$ cat src/rtl/mips_pkg.sv
// Shared MIPS decode definitions: opcode/funct codes, ALU operation encoding
// and the default datapath width.
package mips_pkg;

  localparam int XLEN_DEFAULT = 32;

  localparam logic [5:0] OP_RTYPE = 6'h00;
  localparam logic [5:0] OP_ADDI  = 6'h08;
  localparam logic [5:0] OP_ANDI  = 6'h0C;
  localparam logic [5:0] OP_ORI   = 6'h0D;
  localparam logic [5:0] OP_LW    = 6'h23;
  localparam logic [5:0] OP_SW    = 6'h2B;
  localparam logic [5:0] OP_BEQ   = 6'h04;

  localparam logic [5:0] FN_ADD = 6'h20;
  localparam logic [5:0] FN_SUB = 6'h22;
  localparam logic [5:0] FN_AND = 6'h24;
  localparam logic [5:0] FN_OR  = 6'h25;
  localparam logic [5:0] FN_SLT = 6'h2A;

  typedef enum logic [3:0] {
    ALU_ADD = 4'd0,
    ALU_SUB = 4'd1,
    ALU_AND = 4'd2,
    ALU_OR  = 4'd3,
    ALU_SLT = 4'd4
  } alu_op_e;

endpackage

$ cat src/rtl/instr_decoder.sv
// Purely combinational MIPS decoder: instruction word to register fields,
// immediate, destination and execute/memory control.
module instr_decoder
  import mips_pkg::*;
#(
  parameter int XLEN = XLEN_DEFAULT
) (
  input  logic [31:0]     i_instr,
  output logic [4:0]      o_rs,
  output logic [4:0]      o_rt,
  output logic [XLEN-1:0] o_imm,
  output logic [4:0]      o_rd,
  output logic [3:0]      o_alu_op,
  output logic            o_alu_src_imm,
  output logic            o_we,
  output logic            o_mem_rd,
  output logic            o_mem_wr,
  output logic            o_branch,
  output logic            o_illegal
);

  logic [5:0]      op;
  logic [5:0]      funct;
  logic [XLEN-1:0] imm_sx;
  logic [XLEN-1:0] imm_zx;
  logic [4:0]      dest;
  alu_op_e         alu_op;

  assign op     = i_instr[31:26];
  assign funct  = i_instr[5:0];
  assign o_rs   = i_instr[25:21];
  assign o_rt   = i_instr[20:16];
  assign imm_sx = {{(XLEN-16){i_instr[15]}}, i_instr[15:0]};
  assign imm_zx = {{(XLEN-16){1'b0}}, i_instr[15:0]};

  // NOTE: every output gets a default before the case, so no path leaves a
  // variable unassigned and no latch is inferred.
  always_comb begin
    alu_op        = ALU_ADD;
    o_alu_src_imm = 1'b0;
    o_mem_rd      = 1'b0;
    o_mem_wr      = 1'b0;
    o_branch      = 1'b0;
    o_illegal     = 1'b0;
    o_imm         = imm_sx;
    dest          = 5'd0;
    case (op)
      OP_RTYPE: begin
        dest = i_instr[15:11];
        case (funct)
          FN_ADD:  alu_op = ALU_ADD;
          FN_SUB:  alu_op = ALU_SUB;
          FN_AND:  alu_op = ALU_AND;
          FN_OR:   alu_op = ALU_OR;
          FN_SLT:  alu_op = ALU_SLT;
          default: begin
            o_illegal = 1'b1;
            dest      = 5'd0;
          end
        endcase
      end
      OP_ADDI: begin
        o_alu_src_imm = 1'b1;
        dest          = o_rt;
      end
      OP_ANDI: begin
        alu_op        = ALU_AND;
        o_alu_src_imm = 1'b1;
        o_imm         = imm_zx;
        dest          = o_rt;
      end
      OP_ORI: begin
        alu_op        = ALU_OR;
        o_alu_src_imm = 1'b1;
        o_imm         = imm_zx;
        dest          = o_rt;
      end
      OP_LW: begin
        o_alu_src_imm = 1'b1;
        o_mem_rd      = 1'b1;
        dest          = o_rt;
      end
      OP_SW: begin
        o_alu_src_imm = 1'b1;
        o_mem_wr      = 1'b1;
      end
      OP_BEQ: begin
        alu_op   = ALU_SUB;
        o_branch = 1'b1;
      end
      default: o_illegal = 1'b1;
    endcase
  end

  // Writes to r0 are architecturally void, so they never assert the enable.
  assign o_rd     = dest;
  assign o_we     = (dest != 5'd0);
  assign o_alu_op = alu_op;

endmodule

$ cat src/rtl/id_stage.sv
// MIPS decode stage: holds one instruction while the synchronous register
// file read completes, bypasses writebacks and hands a bundle to execute.
module id_stage
  import mips_pkg::*;
#(
  parameter int XLEN = XLEN_DEFAULT
) (
  input  logic            i_clk,
  input  logic            i_rst,
  input  logic            i_valid,
  input  logic [31:0]     i_instr,
  input  logic [31:0]     i_pc,
  output logic            o_ready,
  output logic [4:0]      o_raddr1,
  output logic [4:0]      o_raddr2,
  input  logic [XLEN-1:0] i_rdata1,
  input  logic [XLEN-1:0] i_rdata2,
  input  logic            i_wb_we,
  input  logic [4:0]      i_wb_waddr,
  input  logic [XLEN-1:0] i_wb_wdata,
  input  logic            i_flush,
  output logic            o_valid,
  input  logic            i_ready,
  output logic [31:0]     o_pc,
  output logic [XLEN-1:0] o_rs_val,
  output logic [XLEN-1:0] o_rt_val,
  output logic [XLEN-1:0] o_imm,
  output logic [4:0]      o_rd,
  output logic [3:0]      o_alu_op,
  output logic            o_alu_src_imm,
  output logic            o_we,
  output logic            o_mem_rd,
  output logic            o_mem_wr,
  output logic            o_branch,
  output logic            o_illegal
);

  logic            valid_q, valid_d;
  logic [31:0]     instr_q, instr_d;
  logic [31:0]     pc_q, pc_d;
  logic            byp1_hit_q, byp1_hit_d;
  logic            byp2_hit_q, byp2_hit_d;
  logic [XLEN-1:0] byp1_data_q, byp1_data_d;
  logic [XLEN-1:0] byp2_data_q, byp2_data_d;

  logic            stall;
  logic            accept;

  logic [4:0]      dec_rs, dec_rt, dec_rd;
  logic [XLEN-1:0] dec_imm;
  logic [3:0]      dec_alu_op;
  logic            dec_alu_src_imm, dec_we, dec_mem_rd, dec_mem_wr;
  logic            dec_branch, dec_illegal;

  instr_decoder #(.XLEN(XLEN)) u_decoder (
    .i_instr       (instr_q),
    .o_rs          (dec_rs),
    .o_rt          (dec_rt),
    .o_imm         (dec_imm),
    .o_rd          (dec_rd),
    .o_alu_op      (dec_alu_op),
    .o_alu_src_imm (dec_alu_src_imm),
    .o_we          (dec_we),
    .o_mem_rd      (dec_mem_rd),
    .o_mem_wr      (dec_mem_wr),
    .o_branch      (dec_branch),
    .o_illegal     (dec_illegal)
  );

  // Operand priority: r0, live writeback, writeback captured at the read edge,
  // then register-file data (which misses a write on its own read edge).
  function automatic logic [XLEN-1:0] operand(
    input logic [4:0]      addr,
    input logic            cap_hit,
    input logic [XLEN-1:0] cap_data,
    input logic [XLEN-1:0] rf_data,
    input logic            wb_we,
    input logic [4:0]      wb_addr,
    input logic [XLEN-1:0] wb_data
  );
    if (addr == 5'd0)                 return '0;
    if (wb_we && (wb_addr == addr))   return wb_data;
    if (cap_hit)                      return cap_data;
    return rf_data;
  endfunction

  assign stall    = valid_q && !i_ready;
  assign o_ready  = !valid_q || i_ready;
  assign accept   = i_valid && o_ready && !i_flush;
  assign o_raddr1 = stall ? dec_rs : i_instr[25:21];
  assign o_raddr2 = stall ? dec_rt : i_instr[20:16];

  always_comb begin
    valid_d = valid_q;
    instr_d = instr_q;
    pc_d    = pc_q;
    if (i_flush) begin
      valid_d = 1'b0;
    end else if (accept) begin
      valid_d = 1'b1;
      instr_d = i_instr;
      pc_d    = i_pc;
    end else if (i_ready) begin
      valid_d = 1'b0;
    end
    // The register file reads o_raddr* on every edge, so capture whatever
    // writeback lands on that same edge for the address being read.
    byp1_hit_d  = i_wb_we && (i_wb_waddr == o_raddr1) && (o_raddr1 != 5'd0);
    byp2_hit_d  = i_wb_we && (i_wb_waddr == o_raddr2) && (o_raddr2 != 5'd0);
    byp1_data_d = i_wb_wdata;
    byp2_data_d = i_wb_wdata;
  end

  // NOTE: state registers use non-blocking assignments so all flops sample
  // the pre-edge values regardless of evaluation order.
  always_ff @(posedge i_clk) begin
    if (i_rst) begin
      // NOTE: the payload is cleared along with the valid bit; it is small and
      // this keeps the held instruction deterministic after reset.
      valid_q     <= 1'b0;
      instr_q     <= '0;
      pc_q        <= '0;
      byp1_hit_q  <= 1'b0;
      byp2_hit_q  <= 1'b0;
      byp1_data_q <= '0;
      byp2_data_q <= '0;
    end else begin
      valid_q     <= valid_d;
      instr_q     <= instr_d;
      pc_q        <= pc_d;
      byp1_hit_q  <= byp1_hit_d;
      byp2_hit_q  <= byp2_hit_d;
      byp1_data_q <= byp1_data_d;
      byp2_data_q <= byp2_data_d;
    end
  end

  assign o_valid = valid_q;

  // The bundle reads as all zeros whenever nothing is held.
  always_comb begin
    o_pc          = '0;
    o_rs_val      = '0;
    o_rt_val      = '0;
    o_imm         = '0;
    o_rd          = '0;
    o_alu_op      = '0;
    o_alu_src_imm = 1'b0;
    o_we          = 1'b0;
    o_mem_rd      = 1'b0;
    o_mem_wr      = 1'b0;
    o_branch      = 1'b0;
    o_illegal     = 1'b0;
    if (valid_q) begin
      o_pc          = pc_q;
      o_rs_val      = operand(dec_rs, byp1_hit_q, byp1_data_q, i_rdata1,
                              i_wb_we, i_wb_waddr, i_wb_wdata);
      o_rt_val      = operand(dec_rt, byp2_hit_q, byp2_data_q, i_rdata2,
                              i_wb_we, i_wb_waddr, i_wb_wdata);
      o_imm         = dec_imm;
      o_rd          = dec_rd;
      o_alu_op      = dec_alu_op;
      o_alu_src_imm = dec_alu_src_imm;
      o_we          = dec_we;
      o_mem_rd      = dec_mem_rd;
      o_mem_wr      = dec_mem_wr;
      o_branch      = dec_branch;
      o_illegal     = dec_illegal;
    end
  end

endmodule

$ cat config.mk
export PLATFORM = sky130hd
export DESIGN_NAME = id_stage
export DESIGN_NICKNAME = d
export VERILOG_FILES = /design/src/rtl/mips_pkg.sv /design/src/rtl/instr_decoder.sv /design/src/rtl/id_stage.sv
export SDC_FILE = /design/constraint.sdc
export NUM_CORES = 1
export LEC_CHECK = 0
export ABC_AREA = 1
export BUFFER_PORTS_ARGS = -buffer_cell sky130_fd_sc_hd__clkbuf_2
export CAP_MARGIN = 20
export CELL_PAD_IN_SITES_DETAIL_PLACEMENT = 1
export CELL_PAD_IN_SITES_GLOBAL_PLACEMENT = 2
export CORE_MARGIN = 2
export CORE_UTILIZATION = 22
export DETAILED_ROUTE_END_ITERATION = 12
export PLACE_DENSITY_LB_ADDON = 0.1
export RECOVER_POWER = 50
export SLEW_MARGIN = 20
export SYNTH_ARGS = -nofsm -noshare
export SYNTH_HDL_FRONTEND = slang
export SYNTH_SLANG_ARGS = --single-unit
$ cat constraint.sdc
create_clock -name i_clk -period 2.1 [get_ports i_clk]
set_input_delay 0.105 -clock i_clk [delete_from_list [all_inputs] [get_ports i_clk]]
set_output_delay 0.105 -clock i_clk [all_outputs]
set_load 0.02 [all_outputs]
# Word-level counts from Yosys, hierarchy flattened
# Index checks and enable logic that the tools add are counted.
[totals] reg_bits=99 in_bits=171 out_inout_bits=155 elab_cells=106
[classes] n_eq_ne=15 mux=57 bitwise_logic=1 reduce_logical=27
[ops] op="32-bit two-way mux" n=17
[ops] op="6-bit equality test, second input constant" n=7
[ops] op="1-bit two-way mux" n=31
[ops] op="5-bit equality test" n=4
[ops] op="5-bit two-way mux" n=4
[ops] op="6-bit by 4-bit equality test with 1-bit output, second input constant" n=3
[ops] op="4-bit case mux with 4 select lines" n=1
[ops] op="5-bit nonzero test" n=3
[ops] op="3-bit case mux with 4 select lines" n=1
[ops] op="5-bit logical NOT" n=2
[ops] op="5-bit case mux with 2 select lines" n=1
[ops] op="5-bit OR reduction" n=2
[ops] op="1-bit logical AND" n=9
[ops] op="6-bit by 3-bit equality test with 1-bit output, second input constant" n=1
[ops] op="6-bit logical NOT" n=1
[ops] op="6-bit OR reduction" n=1
[ops] op="4-bit two-way mux" n=1
[ops] op="2-bit OR reduction" n=2
[ops] op="4-bit OR reduction" n=1
[ops] op="1-bit logical NOT" n=3
[ops] op="1-bit case mux with 2 select lines" n=1
[ops] op="2-bit AND reduction" n=1
[ops] op="2-bit nonzero test" n=1
[ops] op="1-bit logical OR" n=1
[ops] op="1-bit NOT" n=1

# Longest topological paths before layout
[logic_depth] depth_word=12 mapped_depth=11 mapped_depth_nobuf=11

# By module
# Synthesis repeated with hierarchy kept, for this count alone.
[unflattened] cells_unflattened=1174 hier_area_um2=6955.4
[modules_own_cells] mod="id_stage" n_inst=1 cells_per_inst=1049 area_each_um2=6226.0 seq_area_each_um2=1981.9
[modules_own_cells] mod="instr_decoder" n_inst=1 cells_per_inst=125 area_each_um2=729.4 seq_area_each_um2=0.0

# Worst setup path before layout
# No wires, ideal clock.
[synth_timing] kind="register to register" start="register valid_q (netlist: o_valid)" end="register byp1_hit_q" setup_time_ns=0.119 arrival_ns=1.816 t_required_ns=1.981 slack_ns=0.165 stages_incl_launch_ff=10 path_buffers=3 period_less_slack_ns=1.935 path_cell_list="dfxtp_1 > buf_4 > inv_2 > or2_1 > buf_2 > buf_6 > o21ai_1 > o21ai_0 > nand4_1 > nor2_1"
[synth_via] elab_chain_cells=5 word_cells_on_any_way=6 cone_classes="eq/ne (1); mux (1); reduce/logical (4)"
[synth_rtl] item="start, declared" line_no="id_stage.sv:38" rtl="logic valid_q, valid_d;"
[synth_rtl] item="start signal, assigned" line_no="id_stage.sv:128" rtl="valid_q <= valid_d;"
[synth_rtl] item="1-bit logical AND *" line_no="id_stage.sv:87" rtl="assign stall = valid_q && !i_ready;"
[synth_rtl] item="5-bit two-way mux *" line_no="id_stage.sv:90" rtl="assign o_raddr1 = stall ? dec_rs : i_instr[25:21];"
[synth_rtl] item="net o_raddr1[4]" line_no="id_stage.sv:14" rtl="output logic [4:0] o_raddr1,"
[synth_rtl] item="5-bit equality test" line_no="id_stage.sv:108" rtl="byp1_hit_d = i_wb_we && (i_wb_waddr == o_raddr1) && (o_raddr1 != 5'd0);"
[synth_rtl] item="1-bit logical AND" line_no="id_stage.sv:108"
[synth_rtl] item="1-bit logical AND *" line_no="id_stage.sv:108"
[synth_rtl] item="end signal, assigned" line_no="id_stage.sv:131" rtl="byp1_hit_q <= byp1_hit_d;"
[synth_rtl] item="end, declared" line_no="id_stage.sv:41" rtl="logic byp1_hit_q, byp1_hit_d;"
# The timed path passes the listed nets; every way through them passes the cells marked *.
# A chain may end at the register's enable or synchronous reset.

# Worst setup path after layout
[layout_timing] start="register instr_q[22]" end="output port o_rs_val[2]"
[layout_via] elab_chain_cells=8 word_cells_on_any_way=14 cone_classes="eq/ne (1); mux (11); reduce/logical (2)"
[layout_rtl] item="start, declared" line_no="id_stage.sv:39" rtl="logic [31:0] instr_q, instr_d;"
[layout_rtl] item="start signal, assigned" line_no="id_stage.sv:129" rtl="instr_q <= instr_d;"
[layout_rtl] item="5-bit equality test" line_no="id_stage.sv:82" rtl="if (wb_we && (wb_addr == addr)) return wb_data;"
[layout_rtl] item="1-bit logical AND" line_no="id_stage.sv:82"
[layout_rtl] item="32-bit two-way mux or 1-bit two-way mux (tied branches)" line_no="id_stage.sv:82"
[layout_rtl] item="32-bit two-way mux or 1-bit two-way mux (tied branches)" line_no="id_stage.sv:83, id_stage.sv:82"
[layout_rtl] item="32-bit two-way mux or 1-bit two-way mux (tied branches)" line_no="id_stage.sv:84, id_stage.sv:154"
[layout_rtl] item="32-bit two-way mux" line_no="id_stage.sv:83" rtl="if (cap_hit) return cap_data;"
[layout_rtl] item="32-bit two-way mux *" line_no="id_stage.sv:82"
[layout_rtl] item="32-bit two-way mux *" line_no="id_stage.sv:154" rtl="if (valid_q) begin"
[layout_rtl] item="end, declared" line_no="id_stage.sv:25" rtl="output logic [XLEN-1:0] o_rs_val,"
# Mark *: on every way between the ends. The rest lies on a longest branch, timed or not. The select of a mux whose other input is x is not followed.

==> flow_summary.json <==
{
  "ys_ff_latch": 99,
  "insertion_delay_ns": 0.36,
  "status": "finished, final reports clean",
  "via_per_inst": 4.41,
  "hold_viol_final": 0,
  "comb_power_share_pct": 21.0,
  "syn2layout_area_growth_pct": 62.0,
  "track_usage_pct": 18.7,
  "syn-num-nets": 1056,
  "fp.dieW_microns": 168,
  "max_freq_mhz": 491,
  "critPathKind": "register to output pin",
  "drt_wl_total_mm": 27.2,
  "coreArea_sq_um": 26200,
  "p_int_mw": 3.42,
  "maxCapViolCount": 0,
  "setup_viol": 0,
  "avgSynthCellArea_sq_um": 6.67,
  "syn_inst": 885,
  "reg2reg_from": "o_valid$_SDFFE_PP0P_",
  "p_per_area_nw_per_um2": 519,
  "multi_input_area_sq_um": 3400,
  "die_h_microns": 168,
  "antenna_found_initial": 0,
  "synth_seq_area_share_pct": 33.6,
  "reg2reg_slack_ns": 0.38,
  "hold_depth": 3,
  "cts_buffer_depth": 2,
  "worstHoldStart": "i_pc[14]",
  "worst_pin_slew_ns": 0.544,
  "p_clk_share_pct": 37.2,
  "grt_pass1_vias": 7273,
  "grt_remaining_overflow": 0,
  "final_max_slew_viol_count": 0,
  "power_frac_seq_pct": 41.8,
  "nNetsFinal": 1438,
  "rows": 59,
  "firstDrtPassIters": 4,
  "n_antenna_cell": 0,
  "syn_area_sq_um": 5910,
  "maxSlewHeadroom_pct": 63.7,
  "final_cell_mix": "clkbuf_2, nor2_1, inv_1",
  "nFillCells": 3308,
  "grt_setup_unrepaired": "true",
  "critPathLaunchType": "register",
  "final_common_cell": "clkbuf_2",
  "peakVddDrop_mv": 0.324,
  "grt_pass1_wl_mm": 41.3,
  "p_sw_mw": 1.54,
  "utilization_pct": 36.5,
  "cts_tree": "built",
  "numCtsBuffers": 9,
  "vias": 7094,
  "ios": 326,
  "fin_crit_sh_pct": 97.1,
  "dp_hpwl_mm": 19.6,
  "whs_endpoint": "pc_q[14]$_SDFFE_PP0P_",
  "clock_skew_ns": 0.00615,
  "drt.antenna.violating_nets": 0,
  "drive_gt1_share_pct": 35.2,
  "cts.sinks": 99,
  "ctsHtreeMaxLevel": 3,
  "crit_fanout": 14,
  "total_leakage_power_nw": 4.71,
  "clock-root-buffer": "clkbuf_16",
  "initial_core_util_pct": 22.5,
  "finalCriticalPeriod_ns": 2.04,
  "setup_tns_ns": 0,
  "finalWeightedCongestion": 0.807,
  "end_kind": "output pin",
  "timing.rr.end": "byp2_hit_q$_SDFF_PP0_",
  "cp.arrival_ns": 1.93,
  "final-seq-area_sq_um": 2000,
  "reg2regPathDepth": 7,
  "wl_per_cell_microns": 17.0,
  "ys_types": 30,
  "io_buffers": 324,
  "synth_warnings": 0,
  "switching_share_pct": 31.1,
  "die-area_sq_um": 28200,
  "drcViolationCount": 0,
  "required_ns": 2.00,
  "grt_max_degree": 41,
  "drt_iter0_markers": 232,
  "hold_path_class": "input pin to register",
  "clk_pin_slew_ns": 0.08
}
[sequential cells by signal, indices dropped and copies added (netlist names)]
name         count
byp1_hit_q       1
byp2_data_q     32
byp2_hit_q       1
instr_q         32
o_valid          1
pc_q            32
[logic make-up after synthesis]
kind of cell | after synthesis | synth area share [%]
muxes | 64 | 10.8
other | 1 | 0.0635
buffers and inverters | 197 | 14.1
xor gates and xnor gates | 4 | 0.593
DFF | 99 | 33.6
and+or+nand+nor | 311 | 20.7
AOI/OAI and AO/OA | 209 | 20.2
[cell usage after synthesis]
cell type	instances	area share, %
clkbuf_1	44	2.8
o31ai_1	1	0.13
o21ai_0	96	8.1
inv_1	120	7.6
buf_2	11	0.93
nand2_2	1	0.11
dfxtp_1	99	34
o21a_1	1	0.13
or2_0	2	0.21
nand3_2	1	0.17
buf_4	17	2.2
nand2_1	84	5.3
nand3_1	16	1.4
nand4_1	4	0.42
conb_1	1	0.063
a211oi_1	39	5.0
nor3_1	1	0.085
buf_6	2	0.38
a21oi_1	52	4.4
nor2_1	199	13
nor4_1	2	0.21
mux2i_1	64	11
o21ai_1	3	0.25
o2111ai_1	1	0.15
inv_2	1	0.063
or2_1	1	0.11
clkinv_1	2	0.13
o22ai_1	8	0.85
xor2_1	4	0.59
o21ai_2	8	1.2
[worst max-delay path: stages, from the launching register on]
cell      delay [ns]
dfxtp_1         0.33
inv_2           0.07
o22ai_1         0.09
a21oi_2         0.19
nand3_4         0.18
buf_4           0.21
buf_16          0.15
a21oi_2         0.16
clkbuf_4        0.19
[final cells by class]
cell class              instances  area share (%)
clock buffers                   9            2.35
clock inverters                 7           0.994
inverters                     123            4.86
multi-input cells             590            35.5
flip-flops and latches         99            20.9
well taps                     335            4.38
repair buffers                443            30.9
repair inverters                1          0.0785
[metal layers]
layer / global-route usage (%) / share of wire [%] / vias up
met5: 0 / 0 / -
met4: 5.63 / 2.0 / 0
met3: 3.88 / 5.2 / 28
met2: 32.8 / 49 / 207
met1: 22.9 / 44 / 3253
li1: - / - / 3606
[worst max-delay path by stage]
stage / to / startpoint / slack (ns) / cells after the start
2_1_floorplan: byp1_hit_q$_SDFF_PP0_ / o_valid$_SDFFE_PP0P_ / 0.17 / 9
6_report: o_rs_val[2] / instr_q[22]$_SDFFE_PP0P_ / 0.06 / 8
4_1_cts: o_rs_val[18] / instr_q[25]$_SDFFE_PP0P_ / 0.002 / 8
5_1_grt: o_rt_val[12] / instr_q[18]$_SDFFE_PP0P_ / -0.03 / 9
3_3_place_gp: o_rs_val[2] / i_wb_waddr[2] / 0.17 / 8
3_5_place_dp: o_rs_val[1] / instr_q[24]$_SDFFE_PP0P_ / 0.14 / 7
[power groups by stage]
stage	Sequential, mW	Combinational [mW]	Clock (mW)
after floorplan	2.09	0.473	0
after global placement	2.11	0.850	0
after detailed placement	2.11	0.853	0
after CTS	2.07	1.03	1.94
after global routing	2.09	1.16	2.00
final	2.08	1.04	1.84
[per-stage QoR]
stage | hold WS [ns] | instance area [sq um] | instances | power, mW | worst slack, ns
2_1_floorplan | 0.183 | 5910 | 885 | 2.56 | 0.165
3_3_place_gp | 0.288 | 7910 | 1500 | 2.96 | 0.168
3_5_place_dp | 0.292 | 7910 | 1500 | 2.97 | 0.135
4_1_cts | 0.00214 | 9310 | 1601 | 5.04 | 0.00250
5_1_grt | 0.0319 | 9570 | 1607 | 5.25 | -0.0295
6_report | 0.0185 | 9570 | 1607 | 4.96 | 0.0616
[timing repair]
action                     in CTS  in global routing
hold buffers                   70                  0
setup endpoints to repair      62                 82
setup buffers                  10                  4
cloned                          5                  2
hold endpoints to repair       70                  0
pin swaps                       5                  8
gates resized for setup        51                119
Note: power is estimated with default switching activity, not from simulation.
